File: src/rtl/eth_decap.sv
// eth_decap: receive-side TLP-over-Ethernet decapsulator (clk156 domain).
// Consumes the 64-bit MAC RX AXI4-Stream, validates the 16-byte header
// (destination MAC + EtherType), strips it, and writes 83-bit TLP records
// {err, ch, tlast, tuser[7:0], tkeep[7:0], tdata[63:0]} into the eth2pcie FIFO.
// Ports:
//   clk156, sys_rst_n             clock, async active-low reset
//   s_axis_rx_*                   MAC RX stream (no backpressure)
//   wr_en, din                    registered FIFO write strobe and record
//   full                          FIFO prog_full (>=2 entries still free)
//   frm_ok_cnt/drop_cnt/err_cnt   wrap-around statistics counters
module eth_decap #(
  parameter logic [15:0] ETH_TYPE   = 16'h88B5,
  parameter logic [47:0] MAC_ADDR   = 48'h02_00_00_00_00_01,
  parameter logic        MAC_FILTER = 1'b1
) (
  input  logic        clk156,
  input  logic        sys_rst_n,
  input  logic        s_axis_rx_tvalid,
  input  logic [63:0] s_axis_rx_tdata,
  input  logic [7:0]  s_axis_rx_tkeep,
  input  logic        s_axis_rx_tlast,
  input  logic        s_axis_rx_tuser,
  output logic        wr_en,
  output logic [82:0] din,
  input  logic        full,
  output logic [31:0] frm_ok_cnt,
  output logic [31:0] drop_cnt,
  output logic [31:0] err_cnt
);

  typedef enum logic [2:0] {
    HDR0,
    HDR1,
    PAYLOAD,
    DISCARD,
    DISCARD_T,
    TERM
  } state_t;

  // Destination MAC as it appears on the wire: address byte 0 sits in tdata[7:0].
  localparam logic [47:0] MAC_WIRE = {MAC_ADDR[7:0],   MAC_ADDR[15:8],
                                      MAC_ADDR[23:16], MAC_ADDR[31:24],
                                      MAC_ADDR[39:32], MAC_ADDR[47:40]};

  state_t      state;
  logic        dst_ok;
  logic        ch_q;
  logic [7:0]  tuser_q;
  logic        term_skip;  // in TERM: a frame has started and its tail must be swallowed

  logic        dst_hit;
  logic        type_hit;
  logic        term_skip_nxt;

  always_comb begin
    dst_hit = 1'b0;
    if (!MAC_FILTER)
      dst_hit = 1'b1;
    else if (s_axis_rx_tdata[47:0] == MAC_WIRE || s_axis_rx_tdata[47:0] == '1)
      dst_hit = 1'b1;
  end

  // EtherType is big-endian: tdata[39:32] carries the high byte.
  always_comb begin
    type_hit = ({s_axis_rx_tdata[39:32], s_axis_rx_tdata[47:40]} == ETH_TYPE);
  end

  // Frame boundaries seen while waiting in TERM: every valid beat leaves us
  // mid-frame unless it is a tlast. TERM is only entered right after a tlast,
  // so term_skip=0 there means the next beat is a frame's beat 0.
  always_comb begin
    term_skip_nxt = term_skip;
    if (s_axis_rx_tvalid)
      term_skip_nxt = !s_axis_rx_tlast;
  end

  always_ff @(posedge clk156 or negedge sys_rst_n) begin
    if (!sys_rst_n) begin
      state      <= HDR0;
      dst_ok     <= 1'b0;
      ch_q       <= 1'b0;
      tuser_q    <= '0;
      term_skip  <= 1'b0;
      wr_en      <= 1'b0;
      din        <= '0;
      frm_ok_cnt <= '0;
      drop_cnt   <= '0;
      err_cnt    <= '0;
    end else begin
      wr_en <= 1'b0;
      case (state)
        HDR0: begin
          if (s_axis_rx_tvalid) begin
            if (s_axis_rx_tlast) begin
              drop_cnt <= drop_cnt + 32'd1;
            end else begin
              dst_ok <= dst_hit;
              state  <= HDR1;
            end
          end
        end

        HDR1: begin
          if (s_axis_rx_tvalid) begin
            if (!(dst_ok && type_hit)) begin
              drop_cnt <= drop_cnt + 32'd1;
              state    <= s_axis_rx_tlast ? HDR0 : DISCARD;
            end else if (s_axis_rx_tlast) begin
              drop_cnt <= drop_cnt + 32'd1;
              state    <= HDR0;
            end else begin
              ch_q    <= s_axis_rx_tdata[48];
              tuser_q <= s_axis_rx_tdata[63:56];
              state   <= PAYLOAD;
            end
          end
        end

        PAYLOAD: begin
          if (s_axis_rx_tvalid) begin
            if (full) begin
              drop_cnt <= drop_cnt + 32'd1;
              state    <= s_axis_rx_tlast ? TERM : DISCARD_T;
            end else begin
              wr_en <= 1'b1;
              din   <= {s_axis_rx_tlast & ~s_axis_rx_tuser, ch_q, s_axis_rx_tlast,
                        tuser_q, s_axis_rx_tkeep, s_axis_rx_tdata};
              if (s_axis_rx_tlast) begin
                if (s_axis_rx_tuser)
                  frm_ok_cnt <= frm_ok_cnt + 32'd1;
                else
                  err_cnt <= err_cnt + 32'd1;
                state <= HDR0;
              end
            end
          end
        end

        DISCARD: begin
          if (s_axis_rx_tvalid && s_axis_rx_tlast)
            state <= HDR0;
        end

        DISCARD_T: begin
          if (s_axis_rx_tvalid && s_axis_rx_tlast)
            state <= TERM;
        end

        TERM: begin
          if (s_axis_rx_tvalid && !term_skip)
            drop_cnt <= drop_cnt + 32'd1;
          term_skip <= term_skip_nxt;
          if (!full) begin
            wr_en     <= 1'b1;
            din       <= {1'b1, ch_q, 1'b1, tuser_q, 8'h00, 64'h0};
            term_skip <= 1'b0;
            // A frame caught half-way through keeps being swallowed in DISCARD.
            state     <= term_skip_nxt ? DISCARD : HDR0;
          end
        end

        default: state <= HDR0;
      endcase
    end
  end

endmodule

File: config.mk
export PLATFORM = sky130hd
export DESIGN_NAME = eth_decap
export DESIGN_NICKNAME = d
export VERILOG_FILES = /design/src/rtl/eth_decap.sv
export SDC_FILE = /design/constraint.sdc
export NUM_CORES = 1
export LEC_CHECK = 0
export CAP_MARGIN = 20
export CORE_MARGIN = 8
export CORE_UTILIZATION = 44
export CTS_BUF_LIST = sky130_fd_sc_hd__clkbuf_4 sky130_fd_sc_hd__clkbuf_8
export DETAILED_ROUTE_END_ITERATION = 6
export PLACE_DENSITY = 0.81
export SLEW_MARGIN = 20
export SYNTH_ARGS = -nofsm -noshare
export SYNTH_HDL_FRONTEND = slang
export SYNTH_SLANG_ARGS = --single-unit
File: constraint.sdc
create_clock -name clk156 -period 1.98 [get_ports clk156]
set_input_delay 0.297 -clock clk156 [delete_from_list [all_inputs] [get_ports clk156]]
set_output_delay 0.297 -clock clk156 [all_outputs]
set_load 0.01 [all_outputs]
==> flow_summary.yaml <==
power_and_ir_drop:
  p_leak_nw: 5.999
  peakVddDrop_uv: 692.0
  finalPower_mw: 12.97
  power_density_mw_per_mm2: 1017
routing:
  viasPerCell: 5.054
  drt-total-wl_mm: 24.88
  num_vias: 7419
  wl_per_cell_um: 16.95
  drt_iter0_markers: 348
  ant_nets: 0
  drtPass1Iterations: 5
  drc_errors: 0
floorplanning:
  coreArea_mm2: 0.01927
  initial_utilization_pct: 44.52
  fp.dieArea_mm2: 0.02422
  die_y_um: 155.6
  fp-row-count: 51
  fp.dieW_um: 155.6
  io_pins: 258
sta:
  worst_clock_skew_ns: 0.01487
  finalHoldViolations: 0
  period_share_pct: 98.15
  final_critical_path_setup_slack_ns: 0.03661
  setup_viol: 0
  timing.fmax_mhz: 514.6
  holdWs_ns: 0.2588
  max_slew_margin_pct: 67.04
  tightestPinTransition_ns: 0.4943
  period_needed_ns: 1.943
  rsz0062_at_grt: "true"
  drv_slew: 0
critical_path:
  critPathRequiredTime_ns: 2.36
  cp-start-kind: "register"
  critPathMaxFanout: 8
  crit_path_end_kind: "register"
  arrival_ns: 2.32
  worstSetupPathType: "reg -> reg"
finish:
  fin_cells: 1468
  fill_cells: 1519
  antenna_cells: 0
  syn_to_final_growth_pct: 48.59
  drive_above_1_share_pct: 14.21
  fin_nets: 1271
  fin_util_pct: 66.15
global_routing:
  grt_util_all_layers_pct: 20.09
  globalRoute.totalOverflow: 0
  antenna_found_initial: 0
  grt_max_degree: 57
  first_global_vias: 7375
  grt_pass1_wl_mm: 38.97
clock_tree:
  htree_levels: 4
  root_buffer: "clkbuf_8"
  cts_sinks: 194
  cts_buffers: 17
  clk_pin_slew_worst_paths_ns: 0.11
  tritoncts: "done"
  clk_latency_ns: 0.45
  clk_path_buf_depth: 2
logic_synthesis:
  ys_seq_area_share_pct: 56.58
  synthArstFlopShare_pct: 100.0
  syn_area_mm2: 0.008579
  ys_ff_latch: 194
  synth_edf_count: 0
  syn_inst: 864
  syn_nets: 945
  yosysUniqueCellTypes: 51
  ys_warn_count: 0
  synth_ff_type: "dfrtp_1"
  syn_avg_cell_area_um2: 9.930
flow_run:
  maxCapViolations: 0
placed_design:
  place_congestion: 0.8552
  dp.cells: 1432
  dpl.hpwl_mm: 18.54
  placement.io_buffers: 257
  preCtsSetupSlack_ns: -0.5205
status:
  status: "completed"
worst_hold_path:
  hold_path.class: "in -> reg"
what timing repair did:
item / in CTS / in global routing
buffers inserted: 1 / 1
resized for setup: 9 / 36
hold buffers: 1 / 0
endpoints found under the setup margin: 28 / 95
gates cloned: 0 / 1
pin swaps: 1 / 12
endpoints found under the hold margin: 50 / 0
synthesized netlist by cell type, drive strengths merged (3+ instances only):
cell type / count / share of area, %
nand2: 216 / 9.5
dfrtp: 194 / 57
o21ai: 76 / 4.4
xor2: 51 / 5.2
xnor2: 42 / 4.3
nor2: 41 / 1.8
nand3: 35 / 2.2
nand4: 34 / 2.7
nor3: 25 / 1.5
clkbuf: 21 / 0.93
nor4: 21 / 1.7
and3: 19 / 1.4
inv: 18 / 0.79
buf: 15 / 1.1
mux2: 15 / 2.0
and4: 5 / 0.51
a21oi: 4 / 0.23
a31oi: 4 / 0.29
and2: 3 / 0.22
ha: 3 / 0.44
nor2b: 3 / 0.22
through the flow:
| step | cell area (um2) | TNS (ns) |
|---|---|---|
| floorplan | 8579 | -0.03300 |
| global placement | 12080 | -26.29 |
| detailed placement | 12080 | -29.23 |
| CTS | 12560 | -0.006234 |
| global route | 12750 | -0.2769 |
| finish | 12750 | 0 |
where the power goes:
part	internal, mW	switching (mW)	total [mW]	leakage, nW
registers	4.89	0.677	5.57	2.53
clock network	1.24	1.50	2.74	0.214
logic	2.54	2.13	4.66	3.26
sequential cells by signal, summed over array words and instances (netlist names):
| signal | flops |
|---|---|
| din | 83 |
| drop_cnt | 32 |
| err_cnt | 32 |
| frm_ok_cnt | 32 |
| tuser_q | 8 |
| state | 3 |
| ch_q | 1 |
| dst_ok | 1 |
| term_skip | 1 |
| wr_en | 1 |
path summary, 6_finish.rpt:
check	start	end	slack, ns	cells past startpoint
worst max-delay path	drop_cnt[3]	drop_cnt[17]	0.04	6
worst min-delay path	s_axis_rx_tdata[40]	din[40]	0.26	4
worst max register to register	drop_cnt[3]	drop_cnt[17]	0.04	6
worst min register to register	tuser_q[1]	din[73]	0.47	2
max in group asynchronous	sys_rst_n	din[47]	0.97	3
min in group asynchronous	sys_rst_n	err_cnt[15]	0.38	2
metal layers:
metal	wire length [um]	track usage [%]	part of all wire, %	vias up
met4	411	5.360	1.7	0
met3	1937	6.039	7.8	31
met5	0	0	0	-
met2	12140	33.28	49	242
li1	-	-	-	3568
met1	10390	25.14	42	3578
final cells by class:
class	instances	area [um2]	share of cell area [%]
clock buffers	19	261.5	2.051
clock inverters	13	167.7	1.315
inverters	19	71.32	0.5594
multi-input cells	615	3645	28.59
flip-flops and latches	194	4858	38.11
well taps	265	331.6	2.601
repair buffers	343	3413	26.77
critical path, cell delays in order (launching register included):
cell and delay, ns:
dfrtp_1 0.44, and3_1 0.24, nand2_1 0.09, nor2_1 0.18, nand3_1 0.36, nor4_1 0.37, xor2_1 0.19
kinds of logic after synthesis:
| kind of cell | count (synthesis) | share of synthesized area [%] |
|---|---|---|
| AO/OA/AOI/OAI | 91 | 5.629 |
| flip-flops | 194 | 56.58 |
| XOR/XNOR | 93 | 9.494 |
| buffers and inverters | 55 | 2.887 |
| adder cells (fa/ha/maj) | 3 | 0.4376 |
| AND/OR/NAND/NOR | 412 | 22.84 |
| multiplexers | 16 | 2.129 |
cells in the final DEF (no fill, tap or decap), drive strengths merged, types with 4 or more instances in the layout:
cell type      instances
nor3                  25
clkinv                 6
xor2                  51
o21ai                 76
nand4                 34
clkdlybuf4s50        253
nand3                 35
mux2                  15
clkbuf                21
and4                   5
a21oi                  4
inv                   23
nand2                216
nor4                  21
a31oi                  4
nor2                  41
xnor2                 42
buf                   84
and3                  19
dfrtp                194
(Power assumes the default switching activity.)
